===== src/rtl/player_ctrl_pkg.sv =====
// -----------------------------------------------------------------------------
// player_ctrl_pkg
// Shared constants and types for the player-position controller.
//   - Visible area and sprite half-extents used for position clamping
//   - Reset position of the sprite centre
//   - Controller FSM state type
//   - clamp_axis: saturates a signed candidate coordinate into [lo, hi]
// -----------------------------------------------------------------------------
package player_ctrl_pkg;

    localparam int PLAYER_HALF_W = 10;
    localparam int PLAYER_HALF_H = 20;
    localparam int PLAYER_X0     = 320;
    localparam int PLAYER_Y0     = 400;
    localparam int H_VISIBLE     = 640;
    localparam int V_VISIBLE     = 480;

    // Clamp bounds in the 12-bit signed domain used for candidate arithmetic
    localparam logic signed [11:0] X_MIN = 12'(PLAYER_HALF_W);
    localparam logic signed [11:0] X_MAX = 12'(H_VISIBLE - PLAYER_HALF_W);
    localparam logic signed [11:0] Y_MIN = 12'(PLAYER_HALF_H);
    localparam logic signed [11:0] Y_MAX = 12'(V_VISIBLE - PLAYER_HALF_H);

    typedef enum logic [1:0] {
        IDLE,
        LATCH,
        CALC,
        COMMIT
    } ctrl_state_t;

    // A negative candidate (underflow) is below lo and therefore saturates
    // to lo rather than wrapping to a large unsigned value.
    function automatic logic [9:0] clamp_axis(input logic signed [11:0] cand,
                                              input logic signed [11:0] lo,
                                              input logic signed [11:0] hi);
        logic signed [11:0] res;
        if (cand < lo) begin
            res = lo;
        end else if (cand > hi) begin
            res = hi;
        end else begin
            res = cand;
        end
        return res[9:0];
    endfunction

endpackage


===== src/rtl/player_ctrl_btn_debounce.sv =====
// -----------------------------------------------------------------------------
// btn_debounce
// Two-flop synchroniser followed by a consecutive-mismatch debounce counter.
// Ports:
//   pixel_clk  in   clock
//   reset      in   synchronous active-high reset
//   raw        in   asynchronous active-high button
//   level      out  debounced button level
// -----------------------------------------------------------------------------
module btn_debounce #(
    parameter int DEBOUNCE_CYCLES = 250000
) (
    input  logic pixel_clk,
    input  logic reset,
    input  logic raw,
    output logic level
);

    localparam int CW = (DEBOUNCE_CYCLES > 1) ? $clog2(DEBOUNCE_CYCLES) : 1;
    localparam logic [CW-1:0] LAST = CW'(DEBOUNCE_CYCLES - 1);

    logic          sync_a;
    logic          sync_b;
    logic [CW-1:0] count;

    // The level only flips once the synchronised input has disagreed with it
    // for DEBOUNCE_CYCLES cycles in a row; a single agreeing cycle restarts
    // the count, so short glitches never reach the output.
    always_ff @(posedge pixel_clk) begin
        if (reset) begin
            sync_a <= 1'b0;
            sync_b <= 1'b0;
            level  <= 1'b0;
            count  <= '0;
        end else begin
            sync_a <= raw;
            sync_b <= sync_a;
            if (sync_b != level) begin
                if (count == LAST) begin
                    level <= sync_b;
                    count <= '0;
                end else begin
                    count <= count + CW'(1);
                end
            end else begin
                count <= '0;
            end
        end
    end

endmodule


===== src/rtl/player_ctrl.sv =====
// -----------------------------------------------------------------------------
// player_ctrl
// Per-frame sprite position controller. Buttons are synchronised and
// debounced; on each vsync assertion edge a new position is computed,
// clamped to the visible area and committed during vertical blanking.
// Ports:
//   pixel_clk    in   pixel clock, all logic on rising edge
//   reset        in   synchronous active-high reset
//   vsync        in   frame sync (synchronous to pixel_clk)
//   enable       in   movement enable, position holds when low
//   btn_left/right/up/down  in  raw active-high buttons
//   player_x     out  10-bit sprite centre x
//   player_y     out  10-bit sprite centre y
//   frame_count  out  16-bit frames committed since reset (wraps)
//   frame_tick   out  one-cycle pulse following each commit
// -----------------------------------------------------------------------------
module player_ctrl
    import player_ctrl_pkg::*;
#(
    parameter int   STEP            = 2,
    parameter int   DEBOUNCE_CYCLES = 250000,
    parameter logic VSYNC_ACTIVE    = 1'b1
) (
    input  logic        pixel_clk,
    input  logic        reset,
    input  logic        vsync,
    input  logic        enable,
    input  logic        btn_left,
    input  logic        btn_right,
    input  logic        btn_up,
    input  logic        btn_down,
    output logic [9:0]  player_x,
    output logic [9:0]  player_y,
    output logic [15:0] frame_count,
    output logic        frame_tick
);

    localparam logic signed [11:0] STEP_S = 12'(STEP);

    logic deb_left, deb_right, deb_up, deb_down;

    btn_debounce #(.DEBOUNCE_CYCLES(DEBOUNCE_CYCLES)) u_deb_left (
        .pixel_clk (pixel_clk), .reset (reset), .raw (btn_left),  .level (deb_left)
    );
    btn_debounce #(.DEBOUNCE_CYCLES(DEBOUNCE_CYCLES)) u_deb_right (
        .pixel_clk (pixel_clk), .reset (reset), .raw (btn_right), .level (deb_right)
    );
    btn_debounce #(.DEBOUNCE_CYCLES(DEBOUNCE_CYCLES)) u_deb_up (
        .pixel_clk (pixel_clk), .reset (reset), .raw (btn_up),    .level (deb_up)
    );
    btn_debounce #(.DEBOUNCE_CYCLES(DEBOUNCE_CYCLES)) u_deb_down (
        .pixel_clk (pixel_clk), .reset (reset), .raw (btn_down),  .level (deb_down)
    );

    ctrl_state_t        state, state_next;
    logic               latch_en, calc_en, commit_en;
    logic               vsync_q, vsync_prev, frame_edge;
    logic               lat_left, lat_right, lat_up, lat_down, lat_enable;
    logic signed [11:0] dx, dy, sum_x, sum_y;
    logic [9:0]         cand_x, cand_y;
    logic [9:0]         pos_x, pos_y;
    logic [15:0]        frame_cnt;
    logic               tick;

    assign player_x    = pos_x;
    assign player_y    = pos_y;
    assign frame_count = frame_cnt;
    assign frame_tick  = tick;

    // Both vsync history flops reset to the active level so that vsync held
    // active across reset release is not mistaken for a fresh frame edge.
    always_ff @(posedge pixel_clk) begin
        if (reset) begin
            vsync_q    <= VSYNC_ACTIVE;
            vsync_prev <= VSYNC_ACTIVE;
        end else begin
            vsync_q    <= vsync;
            vsync_prev <= vsync_q;
        end
    end

    assign frame_edge = (vsync_q == VSYNC_ACTIVE) && (vsync_prev != VSYNC_ACTIVE);

    always_ff @(posedge pixel_clk) begin
        if (reset) begin
            state <= IDLE;
        end else begin
            state <= state_next;
        end
    end

    // Edges seen outside IDLE are simply ignored: a frame in flight always
    // completes LATCH -> CALC -> COMMIT before another edge is considered.
    always_comb begin
        state_next = state;
        latch_en   = 1'b0;
        calc_en    = 1'b0;
        commit_en  = 1'b0;
        case (state)
            IDLE: begin
                if (frame_edge) begin
                    state_next = LATCH;
                end
            end
            LATCH: begin
                latch_en   = 1'b1;
                state_next = CALC;
            end
            CALC: begin
                calc_en    = 1'b1;
                state_next = COMMIT;
            end
            COMMIT: begin
                commit_en  = 1'b1;
                state_next = IDLE;
            end
            default: begin
                state_next = IDLE;
            end
        endcase
    end

    // Opposite directions cancel; a latched-low enable zeroes both deltas.
    always_comb begin
        dx = '0;
        dy = '0;
        if (lat_enable) begin
            if (lat_right && !lat_left) begin
                dx = STEP_S;
            end else if (lat_left && !lat_right) begin
                dx = -STEP_S;
            end
            if (lat_down && !lat_up) begin
                dy = STEP_S;
            end else if (lat_up && !lat_down) begin
                dy = -STEP_S;
            end
        end
        sum_x = $signed({2'b00, pos_x}) + dx;
        sum_y = $signed({2'b00, pos_y}) + dy;
    end

    // Datapath: button snapshot, clamped candidates and the committed
    // position/frame counter. Outputs only move in COMMIT, which lands a
    // fixed four cycles after the vsync edge, inside vertical blanking.
    always_ff @(posedge pixel_clk) begin
        if (reset) begin
            lat_left   <= 1'b0;
            lat_right  <= 1'b0;
            lat_up     <= 1'b0;
            lat_down   <= 1'b0;
            lat_enable <= 1'b0;
            cand_x     <= 10'(PLAYER_X0);
            cand_y     <= 10'(PLAYER_Y0);
            pos_x      <= 10'(PLAYER_X0);
            pos_y      <= 10'(PLAYER_Y0);
            frame_cnt  <= '0;
            tick       <= 1'b0;
        end else begin
            if (latch_en) begin
                lat_left   <= deb_left;
                lat_right  <= deb_right;
                lat_up     <= deb_up;
                lat_down   <= deb_down;
                lat_enable <= enable;
            end
            if (calc_en) begin
                cand_x <= clamp_axis(sum_x, X_MIN, X_MAX);
                cand_y <= clamp_axis(sum_y, Y_MIN, Y_MAX);
            end
            if (commit_en) begin
                pos_x     <= cand_x;
                pos_y     <= cand_y;
                frame_cnt <= frame_cnt + 16'd1;
            end
            tick <= commit_en;
        end
    end

endmodule


===== config.mk =====
export PLATFORM = sky130hd
export DESIGN_NAME = player_ctrl
export DESIGN_NICKNAME = d
export VERILOG_FILES = /design/src/rtl/player_ctrl_pkg.sv /design/src/rtl/player_ctrl_btn_debounce.sv /design/src/rtl/player_ctrl.sv
export SDC_FILE = /design/constraint.sdc
export NUM_CORES = 1
export LEC_CHECK = 0
export BUFFER_PORTS_ARGS = -buffer_cell sky130_fd_sc_hd__buf_2
export CORE_MARGIN = 2
export CORE_UTILIZATION = 55
export CTS_CLUSTER_SIZE = 16
export DETAILED_ROUTE_END_ITERATION = 10
export PLACE_DENSITY_LB_ADDON = 0.1
export SYNTH_ARGS = -nofsm -noshare
export SYNTH_HDL_FRONTEND = slang
export SYNTH_SLANG_ARGS = --single-unit

===== constraint.sdc =====
create_clock -name pixel_clk -period 5.5 [get_ports pixel_clk]
set_clock_uncertainty 0.1 [all_clocks]
set_input_delay 0.275 -clock pixel_clk [delete_from_list [all_inputs] [get_ports pixel_clk]]
set_output_delay 0.275 -clock pixel_clk [all_outputs]
set_load 0.02 [all_outputs]

## After elaboration in Yosys (flattened, before gate mapping)

Cells that the tools add are included.

- $add $sub $neg: 7
- $lt $le $gt $ge: 4
- Equality and inequality tests: 12
- Mux-type cells: 15
- Bitwise operators: 5
- Reduce and logical (&&, ||, !) cells: 18

Operators by type and width:

| operator | number |
|---|---|
| $add 18x1->18 const B | 4 |
| $eq 18x18->1 const B | 4 |
| $mux 12 | 6 |
| $mux 10 | 4 |
| $add 11x12->12 | 2 |
| $add 16x1->16 const B | 1 |
| $gt 12x10->1 const B | 1 |
| $gt 12x11->1 const B | 1 |
| $lt 12x5->1 const B | 1 |
| $lt 12x6->1 const B | 1 |
| $reduce_or 3->1 | 4 |
| $pmux 2 s4 | 1 |
| $reduce_and 2->1 | 4 |
| $logic_and 1x1->1 | 5 |
| $not 1->1 | 5 |
| $eq 2x2->1 const B | 2 |
| $logic_not 1->1 | 4 |
| $ne 1x1->1 | 4 |
| $mux 1 | 3 |
| $eq 2x1->1 const B | 1 |
| $logic_not 2->1 | 1 |
| $mux 2 | 1 |
| $ne 2x2->1 const B | 1 |

- Register bits: 150
- Input bits: 8
- Output and inout bits: 37
- Logic and storage cells: 91

## Logic depth before layout (Yosys ltp)

- Depth in word-level cells: 9
- Depth in mapped cells: 13
- Gate-level depth less buffers: 12

## By module

Synthesis repeated with hierarchy kept, for this count alone.

- Cells, all modules: 820
- Area, all modules: 7148.1 um2

By module, submodules not included:

| module | times used | cells each | area each (um2) | seq. area each (um2) |
|---|---|---|---|---|
| btn_debounce | 4 | 104 | 913.4 | 420.4 |
| player_ctrl | 1 | 404 | 3494.6 | 1321.3 |

## Worst setup path after synthesis

OpenSTA, ideal clock, no wires.

- Path type: flip-flop to flip-flop
- From: reg lat_down
- To: reg cand_y[1]
- Library setup time: 0.117 ns
- Arrival: 2.663 ns
- Data required time: 5.283 ns
- Path slack: 2.620 ns
- Stages on the path, launching flop included: 13
- Buffers on the path: 0
- Period minus slack after synthesis: 2.880 ns
- Path through: dfxtp_1 -> inv_1 -> ha_1 -> nor2b_1 -> ha_1 -> ha_1 -> a21boi_1 -> a32oi_1 -> xnor2_1 -> or2_1 -> nor4_1 -> nor3_2 -> a32o_2

- Longest elaborated chain between the ends: 9
- Elaborated cells on any way between the ends: 11
- Those cells by class: 1 x add/sub; 2 x order compare; 5 x mux; 3 x reduce/logical

RTL lines:

| item | line | source |
|---|---|---|
| from (decl) | player_ctrl.sv:58 | `logic lat_left, lat_right, lat_up, lat_down, lat_enable;` |
| from (signal assigned) | player_ctrl.sv:164 | `lat_down <= deb_down;` |
| $logic_not 1->1 | player_ctrl.sv:135 | `end else if (lat_up && !lat_down) begin` |
| $logic_and 1x1->1 | player_ctrl.sv:135 |  |
| $mux 12 | player_ctrl.sv:135 |  |
| $mux 12 (*) | player_ctrl.sv:133 | `if (lat_down && !lat_up) begin` |
| $mux 12 (*) | player_ctrl.sv:127 | `if (lat_enable) begin` |
| $add 11x12->12 (*) | player_ctrl.sv:140 | `sum_y = $signed({2'b00, pos_y}) + dy;` |
| $gt 12x10->1 | player_ctrl_pkg.sv:39 | `end else if (cand > hi) begin` |
| $mux 10 | player_ctrl_pkg.sv:39 |  |
| $mux 10 (*) | player_ctrl_pkg.sv:37 | `if (cand < lo) begin` |
| to (signal assigned) | player_ctrl.sv:154 | `cand_y <= 10'(PLAYER_Y0);` |
| to (signal assigned) | player_ctrl.sv:169 | `cand_y <= clamp_axis(sum_y, Y_MIN, Y_MAX);` |
| to (decl) | player_ctrl.sv:60 | `logic [9:0] cand_x, cand_y;` |

Mark *: on every way between the ends. The rest lies on a longest branch, timed or not.
A chain may end at the register's enable or synchronous reset.

## Final worst setup path

- From: reg lat_right
- To: reg cand_x[6]

- Longest elaborated chain between the ends: 9
- Elaborated cells on any way between the ends: 11
- Those cells by class: 1 x add/sub; 2 x order compare; 5 x mux; 3 x reduce/logical

RTL lines:

| item | line | source |
|---|---|---|
| from (decl) | player_ctrl.sv:58 |  |
| from (signal assigned) | player_ctrl.sv:162 | `lat_right <= deb_right;` |
| $logic_not 1->1 | player_ctrl.sv:130 | `end else if (lat_left && !lat_right) begin` |
| $logic_and 1x1->1 | player_ctrl.sv:130 |  |
| $mux 12 | player_ctrl.sv:130 |  |
| $mux 12 (*) | player_ctrl.sv:128 | `if (lat_right && !lat_left) begin` |
| $mux 12 (*) | player_ctrl.sv:127 |  |
| $add 11x12->12 (*) | player_ctrl.sv:139 | `sum_x = $signed({2'b00, pos_x}) + dx;` |
| $gt 12x11->1 | player_ctrl_pkg.sv:39 |  |
| $mux 10 | player_ctrl_pkg.sv:39 |  |
| $mux 10 (*) | player_ctrl_pkg.sv:37 |  |
| to (signal assigned) | player_ctrl.sv:153 | `cand_x <= 10'(PLAYER_X0);` |
| to (signal assigned) | player_ctrl.sv:168 | `cand_x <= clamp_axis(sum_x, X_MIN, X_MAX);` |
| to (decl) | player_ctrl.sv:60 |  |

Marks and branches as above.

==> results.tsv <==
stage	metric	value	unit
placed_design	io_buffers	44	
sta	rsz0062_at_grt	false	
sta	setup_violations	0	
power_and_ir_drop	pwr-share-comb	6.5	%
worst_setup_path	worstPathCellList	inv_1 > ha_1 > nand2_2 > inv_2 > ha_1 > and4b_1 > a221oi_1 > nand4_1 > a21oi_1 > nand4_1 > o21a_1 > a221o_1	
placed_design	pre_cts_slack	2330	ps
synth	yosys_warnings	0	
worst_setup_path	critPathTopFamily	compound AO/OA/AOI/OAI gates	
die	fp.dieArea	0.0135	mm^2
worst_setup_path	cp_max_fo	10	
cells_and_area	area_growth	13.8	%
cts	cts_buffers	17	
placed_design	gp_congestion	0.898	
power_and_ir_drop	switching_power	0.567	mW
die	rows	41	
synth	postSynth.asyncResetShare	0	%
cts	clk_pin_slew_worst_paths	60	ps
placed_design	hpwl	9.71	mm
cts	clk_latency	420	ps
sta	setup_ws	2230	ps
sta	worstMarginPinSlew	742	ps
worst_setup_path	cp_slowest_cell	ha_1	
power_and_ir_drop	p_int	1.90	mW
power_and_ir_drop	pwr-share-seq	46.2	%
die	core	0.0125	mm^2
worst_setup_path	cp.required	5700	ps
sta	hold_viol	0	
cells_and_area	layout_common_cells	dfxtp_1 (150), nor2_1 (139), xor2_1 (46)	
worst_setup_path	start_kind	register	
global_route	grt_overflow_total	0	
placed_design	place_area	0.00725	mm^2
route	vias	5563	
synth	synth_largest_area_cell	dfxtp_1	
cts	ctsHtreeMaxLevel	4	
route	final_antenna_net_count	0	
run_status	status	completed	
synth	yosysSeqAreaShare	43.3	%
run	maxCapViolations	0	
sta	fmax	0.306	GHz
cells_and_area	drive_gt1_share	12.0	%
sta	fin_tns_setup	0	ps
synth	avgSynthCellArea	8.87	um^2
route	totalWireLength	14.3	mm
power_and_ir_drop	power-per-cell-area	312	mW/mm^2
cts	clock_path_buffers	2	
worst_setup_path	max_stage_delay	520	ps
global_route	grt_max_degree	74	
worst_setup_path	arrival	3480	ps
global_route	grt_pass1_vias	5213	
cts	cts_tree	built	
power_and_ir_drop	p_clk_share	47.3	%
die	start_util	55.7	%
cells_and_area	final_area	0.00790	mm^2
global_route	grt_usage	22.2	%
synth	synth_edf_count	0	
worst_setup_path	endpoint_kind	register	
synth	synth.top_cell.area_share	43.3	%
cts	clock-sinks	150	
route	drt-pass1-iter-count	7	
cts	cts-root-buf	clkbuf_16	
sta	maxSlewHeadroom	50.6	%
global_route	grt_pass1_wl	24.2	mm
cells_and_area	nFillCells	1042	
route	via_per_inst	5.54	
worst_setup_path	rrSetupSlack	2230	ps
power_and_ir_drop	peakVddDrop	232	uV
synth	synth-main-ff-cell	dfxtp_1	
sta	finalCriticalPeriod	3270	ps
synth	syn-cell-area	0.00694	mm^2
synth	synth_fp_nets	807	
global_route	antenna_found_initial	0	
worst_setup_path	path_buf_inv	2	
cells_and_area	diodes	0	
cells_and_area	layout_commonest_cell	dfxtp_1	
worst_hold_path	hold_class	primary input to register	
synth	netlist_top_cells_area	dfxtp_1 (43%), nor2_1 (7.5%), xor2_1 (5.8%), xnor2_1 (5.0%), mux2i_1 (4.6%)	
worst_setup_path	critical_path_class	register to register	
synth	synth_cell_type_count	73	
synth	ys_ff_latch	150	
sta	drv_slew	0	
cells_and_area	fin_nets	845	
die	ioPinCount	45	
route	wl_per_cell	14.3	um
sta	fin_crit_sh	59.5	%
die	die_w	116	um
die	die_h	116	um
synth	synthCells	782	
cts	cts_resized	0	
power_and_ir_drop	swShare	23.0	%
power_and_ir_drop	p_leak	2.86	nW
route	route.detailed.drc	0	
route	drtIter0Drc	385	
-- power groups by stage --
| stage | Combinational, mW | Clock, mW | Sequential (mW) |
|---|---|---|---|
| 5_1_grt | 0.182 | 1.23 | 1.14 |
| 6_report | 0.161 | 1.16 | 1.14 |
| 4_1_cts | 0.162 | 1.19 | 1.14 |
| 2_1_floorplan | 0.127 | 0 | 1.15 |
| 3_3_place_gp | 0.153 | 0 | 1.16 |
| 3_5_place_dp | 0.159 | 0 | 1.16 |
-- worst paths after layout --
kind	start	end	depth (start not counted)
max	lat_right$_SDFFE_PP0N_	cand_x[6]$_SDFFE_PP1P_	12
min reg2reg	vsync_q$_SDFF_PP1_	vsync_prev$_SDFF_PP1_	2
min	btn_right	u_deb_right.sync_a$_SDFF_PP0_	2
max reg2reg	lat_right$_SDFFE_PP0N_	cand_x[6]$_SDFFE_PP1P_	12
-- cell usage after synthesis (3+ instances only) --
cell / number
xor2_1: 46
ha_1: 17
inv_1: 20
or2_2: 3
a21oi_1: 19
nor2b_1: 13
o21a_1: 3
mux2i_1: 32
and2_1: 6
o21ai_1: 6
and4_1: 4
a211oi_1: 4
nor2_1: 139
buf_1: 4
or3_1: 17
buf_2: 6
nor3_1: 13
nor4b_1: 3
clkbuf_1: 20
and3_1: 20
nand3_1: 41
nand3b_1: 3
nand4_1: 20
xnor2_1: 40
nand2_1: 45
dfxtp_1: 150
a31oi_1: 3
o32ai_1: 3
nor4_1: 8
o21ai_0: 15
a221oi_1: 4
-- per-stage QoR --
step	total power [mW]	std cells	hold slack [ps]	utilization, %
finish	2.46	1005	54.5	63.4
global route	2.56	1005	58.3	63.4
CTS	2.48	1005	32.8	63.4
detailed placement	1.32	968	306	58.1
global placement	1.31	968	314	58.1
floorplan	1.28	782	279	-
-- per-layer routing --
layer | up-vias | global-route usage, % | wire, um
met2 | 130 | 35.5 | 6660
met1 | 2618 | 30.0 | 6900
li1 | 2792 | - | -
met5 | - | 0 | 0
met3 | 23 | 4.15 | 508
met4 | 0 | 8.57 | 267
-- sequential cells by signal (all words and copies together), names as in the netlist, 2 cells and up --
signal / count
u_deb_down.count: 18
u_deb_left.count: 18
u_deb_right.count: 18
u_deb_up.count: 18
frame_count: 16
cand_x: 10
cand_y: 10
player_x: 10
player_y: 10
state: 2
-- cell type report --
| type | instances | area [um^2] | share of cell area (%) |
|---|---|---|---|
| multi-input cells | 579 | 3710 | 47.0 |
| clock buffers | 22 | 484 | 6.13 |
| inverters | 21 | 78.8 | 0.998 |
| flip-flops and latches | 150 | 3000 | 38.0 |
| well taps | 172 | 215 | 2.72 |
| clock inverters | 10 | 118 | 1.49 |
| repair buffers | 51 | 285 | 3.61 |
-- logic make-up (layout without fill, tap and decap cells) --
| kind of cell | Yosys count | in the layout | share of synthesized area [%] |
|---|---|---|---|
| simple gates | 353 | 353 | 25.5 |
| flops | 150 | 150 | 43.3 |
| compound gates | 88 | 88 | 8.87 |
| xor+xnor | 88 | 88 | 11.3 |
| buf+inv | 53 | 104 | 3.19 |
| mux | 33 | 33 | 4.78 |
| fa+ha+maj | 17 | 17 | 3.07 |
-- repair_timing --
item | in CTS | in global routing
hold buffers | 5 | 0
buffers inserted | 0 | 0
hold endpoints to repair | 5 | 0
Power figures use the tool's default switching activity.
